<file path="src/rtl/box_blur_3x3_if.sv">
// Pixel stream bundle between the line-buffer front end and the 3x3 box-blur compute stage.
// Carries the three row-aligned input columns and the blurred output stream.
interface box_blur_3x3_if #(
   parameter int unsigned DATA_WIDTH = 8
);
   logic [DATA_WIDTH-1:0] row0Pixel;
   logic [DATA_WIDTH-1:0] row1Pixel;
   logic [DATA_WIDTH-1:0] row2Pixel;
   logic                  inPixelValid;
   logic [DATA_WIDTH-1:0] outPixel;
   logic                  outPixelValid;
   logic                  lineDone;

   modport master (
      output row0Pixel, row1Pixel, row2Pixel, inPixelValid,
      input  outPixel, outPixelValid, lineDone
   );

   modport slave (
      input  row0Pixel, row1Pixel, row2Pixel, inPixelValid,
      output outPixel, outPixelValid, lineDone
   );
endinterface

</file>
<file path="src/rtl/box_blur_3x3.sv">
// 3x3 box-blur compute stage: sliding window over three row streams, emits floor(sum/9)
// for each complete window with a fixed three-cycle latency and no backpressure.
module box_blur_3x3 #(
   parameter int unsigned DATA_WIDTH = 8,
   parameter int unsigned IMG_WIDTH  = 16
) (
   input logic            clk,
   input logic            rst,
   box_blur_3x3_if.slave  bus
);

   localparam int unsigned SUM_W = DATA_WIDTH + 4;
   localparam int unsigned CNT_W = (IMG_WIDTH > 1) ? $clog2(IMG_WIDTH) : 1;

   logic [DATA_WIDTH-1:0] win [3][3];   // [row][col], col0 is the newest column
   logic [CNT_W-1:0]      colCnt;
   logic                  atLastCol;
   logic                  s1Valid;
   logic                  s1Last;
   logic [SUM_W-1:0]      sumC;
   logic [SUM_W-1:0]      s2Sum;
   logic                  s2Valid;
   logic                  s2Last;

   assign atLastCol = (colCnt == CNT_W'(IMG_WIDTH - 1));

   // Stage 1: window shift, column counter, window-complete and last-column flags
   always_ff @(posedge clk) begin
      if (!rst) begin
         colCnt  <= '0;
         s1Valid <= 1'b0;
         s1Last  <= 1'b0;
         for (int r = 0; r < 3; r++) begin
            for (int c = 0; c < 3; c++) begin
               win[r][c] <= '0;
            end
         end
      end else begin
         s1Valid <= bus.inPixelValid && (colCnt >= CNT_W'(2));
         s1Last  <= bus.inPixelValid && atLastCol;
         if (bus.inPixelValid) begin
            colCnt <= atLastCol ? '0 : colCnt + CNT_W'(1);
            for (int r = 0; r < 3; r++) begin
               win[r][2] <= win[r][1];
               win[r][1] <= win[r][0];
            end
            win[0][0] <= bus.row0Pixel;
            win[1][0] <= bus.row1Pixel;
            win[2][0] <= bus.row2Pixel;
         end
      end
   end

   always_comb begin
      sumC = '0;
      for (int r = 0; r < 3; r++) begin
         for (int c = 0; c < 3; c++) begin
            sumC = sumC + SUM_W'(win[r][c]);
         end
      end
   end

   // Stage 2: registered nine-pixel sum
   always_ff @(posedge clk) begin
      if (!rst) begin
         s2Sum   <= '0;
         s2Valid <= 1'b0;
         s2Last  <= 1'b0;
      end else begin
         s2Sum   <= sumC;
         s2Valid <= s1Valid;
         s2Last  <= s1Last;
      end
   end

   // Stage 3: exact truncating divide by nine; pixel holds while idle
   always_ff @(posedge clk) begin
      if (!rst) begin
         bus.outPixel      <= '0;
         bus.outPixelValid <= 1'b0;
         bus.lineDone      <= 1'b0;
      end else begin
         if (s2Valid) begin
            bus.outPixel <= DATA_WIDTH'(s2Sum / SUM_W'(9));
         end
         bus.outPixelValid <= s2Valid;
         bus.lineDone      <= s2Valid && s2Last;
      end
   end

endmodule

</file>
<file path="src/flat_wrapper.sv">
// flat-port wrapper written by rule: the top's interface ports become plain ports
module box_blur_3x3_flat 
#(
   parameter int unsigned DATA_WIDTH = 8,
   parameter int unsigned IMG_WIDTH  = 16
)
  (clk, rst, bus_row0Pixel, bus_row1Pixel, bus_row2Pixel, bus_inPixelValid, bus_outPixel, bus_outPixelValid, bus_lineDone);
  box_blur_3x3_if #(.DATA_WIDTH(DATA_WIDTH)) bus_i ();
  input logic clk;
  input logic rst;
  input wire logic [$bits(bus_i.row0Pixel)-1:0] bus_row0Pixel;
  input wire logic [$bits(bus_i.row1Pixel)-1:0] bus_row1Pixel;
  input wire logic [$bits(bus_i.row2Pixel)-1:0] bus_row2Pixel;
  input wire logic [$bits(bus_i.inPixelValid)-1:0] bus_inPixelValid;
  output wire logic [$bits(bus_i.outPixel)-1:0] bus_outPixel;
  output wire logic [$bits(bus_i.outPixelValid)-1:0] bus_outPixelValid;
  output wire logic [$bits(bus_i.lineDone)-1:0] bus_lineDone;
  assign bus_i.row0Pixel = bus_row0Pixel;
  assign bus_i.row1Pixel = bus_row1Pixel;
  assign bus_i.row2Pixel = bus_row2Pixel;
  assign bus_i.inPixelValid = bus_inPixelValid;
  assign bus_outPixel = bus_i.outPixel;
  assign bus_outPixelValid = bus_i.outPixelValid;
  assign bus_lineDone = bus_i.lineDone;
  box_blur_3x3 #(.DATA_WIDTH(DATA_WIDTH), .IMG_WIDTH(IMG_WIDTH)) u_core (.clk(clk), .rst(rst), .bus(bus_i));
endmodule
</file>
<file path="config.mk">
export PLATFORM = sky130hd
export DESIGN_NAME = box_blur_3x3_flat
export DESIGN_NICKNAME = d
export VERILOG_FILES = /design/src/rtl/box_blur_3x3_if.sv /design/src/rtl/box_blur_3x3.sv /design/src/flat_wrapper.sv
export SDC_FILE = /design/constraint.sdc
export NUM_CORES = 1
export LEC_CHECK = 0
export BUFFER_PORTS_ARGS = -buffer_cell sky130_fd_sc_hd__buf_2
export CAP_MARGIN = 40
export CELL_PAD_IN_SITES_DETAIL_PLACEMENT = 1
export CELL_PAD_IN_SITES_GLOBAL_PLACEMENT = 2
export CORE_ASPECT_RATIO = 0.7
export CORE_MARGIN = 2
export CORE_UTILIZATION = 46
export CTS_BUF_LIST = sky130_fd_sc_hd__clkbuf_4
export DETAILED_ROUTE_END_ITERATION = 16
export HOLD_SLACK_MARGIN = 0.03
export PLACE_DENSITY = 0.92
export SYNTH_ARGS = -nofsm -noshare
export SYNTH_HDL_FRONTEND = slang
export SYNTH_SLANG_ARGS = --single-unit
</file>
<file path="constraint.sdc">
create_clock -name clk -period 11.9 [get_ports clk]
set_input_delay 1.785 -clock clk [delete_from_list [all_inputs] [get_ports clk]]
set_output_delay 1.785 -clock clk [all_outputs]
set_load 0.005 [all_outputs]
</file>
==> qor.yml <==
run_status:
  status: "completed"
power:
  netSwitchingFraction_pct: 48.6
  power.density_nw_per_um2: 276
  power.switching_mw: 0.979
  power_mw: 2.02
  ir_drop_uv: 119
  comb_power_share_pct: 67.3
  leakage_nw: 3.36
  pwr-share-clk_pct: 8.9
  seqPwrFrac_pct: 23.9
  internal_power_mw: 1.04
timing:
  final.min_clock_period_ns: 5.49
  tns_ns: 0
  postLayoutSetupSlackWorst_ns: 6.41
  relSlewSlack_pct: 43.6
  finalHoldViolCount: 0
  drv_slew: 0
  max_freq_ghz: 0.182
  fin_crit_sh_pct: 46.1
  skew_ns: 0.0248
  tightest_slew_ns: 0.845
  whs_ns: 0.454
  setup_violations: 0
  rsz0062_at_grt: "no"
route:
  first_iter_violations: 224
  dr_wl_met2_mm: 7.37
  wl_per_cell_um: 18.6
  routed.top_layer: "met4"
  routed_wl_mm: 16.2
  wl_met3_um: 454
  wl_met1_mm: 8.19
  firstDrtPassIters: 4
  ant_nets: 0
  avgViaCountPerCell: 5.49
  drc_errors: 0
  vias: 4772
synth:
  yosysUniqueCellTypes: 77
  avgSynthCellArea_um2: 10.5
  yosys_warnings: 0
  synthArstFlopShare_pct: 0
  ys.flop_type: "edfxtp_1"
  syn-cell-area_um2: 6880
  ys_seq_area_share_pct: 40.1
  synthesis.nets: 753
  synthCells: 653
  synth_seq_cells: 102
  synth_edf_count: 72
setup_path:
  crit_fanout: 2
  required_ns: 12.33
  cp-start-kind: "register"
  crit_type: "reg -> reg"
  cp.arrival_ns: 5.92
  end_kind: "register"
final_layout:
  finish.utilization_pct: 49.8
  layout_common_cells: "92 x inv_1, 72 x edfxtp_1, 60 x and3_1"
  final_common_cell: "inv_1"
  antenna_cells: 0
  syn2layout_area_growth_pct: 6.24
  nets: 769
  instances_no_fill: 869
  design_area_um2: 7310
  drive_gt1_share_pct: 11.9
grt:
  track_usage_pct: 22.0
  grt_pass1_wl_mm: 27.1
  grt.overflow.total: 0
  grt_pass1_vias: 5132
  antenna_found_initial: 0
  grt_max_degree: 89
cts:
  cts-buffers-inserted: 9
  htreeDepth: 3
  cts_hold_buf: 0
  post_cts_buffers: 0
  clock_path_buffers: 2
  cts.clk_slew.worst_paths_ns: 0.18
  cts_sinks: 102
  post_cts_resize_count: 0
  cts-root-buf: "clkbuf_4"
  clock_latency_ns: 0.50
  cts_tree: "done"
place:
  place_congestion: 0.838
  dp_hpwl_mm: 12.0
  dp_cells: 853
  place_area_um2: 7190
  port_buffers: 36
  dp_slack_ns: 6.41
floorplan:
  core_um2: 14700
  pin_count: 37
  start_util_pct: 46.9
  die_h_um: 106
  chipWidth_um: 150
  dieArea_um2: 16000
  fp-row-count: 37
hold_path:
  min_path_type: "reg -> reg"
flow_run:
  max_cap_violations: 0
path summary, 6_finish.rpt:
| path | startpoint | slack, ns | cells past startpoint | end |
|---|---|---|---|---|
| max | u_core.win[0][8] | 6.41 | 20 | u_core.s2Sum[10] |
| max reg2reg | u_core.win[0][8] | 6.41 | 20 | u_core.s2Sum[10] |
| min | u_core.s1Last | 0.45 | 1 | u_core.s2Last |
| min reg2reg | u_core.s1Last | 0.45 | 1 | u_core.s2Last |
synth_stat cells, drive strengths merged, types with 5 or more instances:
library cell | n | area, um^2
nor3 | 5 | 25.0
o211ai | 6 | 55.1
o21ai | 24 | 120
nor4 | 5 | 31.3
o21bai | 6 | 45.0
xnor2 | 9 | 86.3
dfxtp | 30 | 601
nand2 | 21 | 78.8
and3 | 62 | 394
a21o | 7 | 52.6
mux2i | 5 | 50.1
nor2 | 38 | 145
and2 | 18 | 114
inv | 92 | 345
xor2 | 6 | 52.6
a21oi | 35 | 175
o211a | 7 | 70.1
nand2b | 11 | 68.8
ha | 25 | 313
nor2b | 11 | 68.8
edfxtp | 72 | 2160
nand3 | 8 | 45.0
buf | 14 | 108
fa | 48 | 961
clkbuf | 21 | 78.8
sequential cells by signal, summed over array words and instances (netlist names):
register,count
u_core.colCnt,4
u_core.bus.outPixelValid,1
u_core.s1Valid,1
u_core.bus.outPixel,8
u_core.win,72
u_core.s2Valid,1
u_core.s2Last,1
u_core.bus.lineDone,1
u_core.s2Sum,12
u_core.s1Last,1
power groups by stage:
stage / sequential, mW / combinational [mW] / clock (mW)
after CTS: 0.481 / 1.36 / 0.185
after global placement: 0.494 / 1.26 / 0
after floorplan: 0.449 / 1.08 / 0
final: 0.481 / 1.36 / 0.179
after detailed placement: 0.489 / 1.35 / 0
after global routing: 0.489 / 1.52 / 0.197
cell type report:
cell class | instances | area, um^2
Inverter | 92 | 345
Sequential cell | 102 | 2760
Multi-Input combinational cell | 424 | 3600
Fill cell | 1631 | 7360
Clock buffer | 9 | 67.6
Clock inverter | 7 | 58.8
Tap cell | 195 | 244
Timing Repair Buffer | 40 | 238
routing by layer:
layer / vias up / GRT usage, %
met1: 2398 / 31.4
met5: - / 0
li1: 2306 / -
met4: 0 / 5.39
met3: 15 / 4.42
met2: 53 / 34.4
cell families (layout without fill, tap and decap cells):
logic type,after synthesis,after routing,synth area share [%]
flops,102,102,40.1
compound gates,133,133,14.3
buf+inv,127,148,7.73
xor+xnor,15,15,2.02
mux,6,6,0.945
simple gates,197,197,16.4
fa+ha+maj,73,73,18.5
critical path, cell delays in order (launching register included):
cell      delay, ns
edfxtp_1       0.43
ha_1           0.25
fa_1           0.42
xnor2_1        0.31
fa_1           0.55
fa_1           0.56
fa_1           0.52
fa_1           0.49
inv_1          0.08
ha_1           0.17
inv_1          0.06
fa_1           0.39
nor2b_1        0.16
o21ai_0        0.10
nand2b_1       0.11
a21oi_1        0.08
o21bai_1       0.20
a21o_1         0.17
a21oi_1        0.10
xnor2_1        0.13
and2_1         0.15
Note: power is estimated with default switching activity, not from simulation.
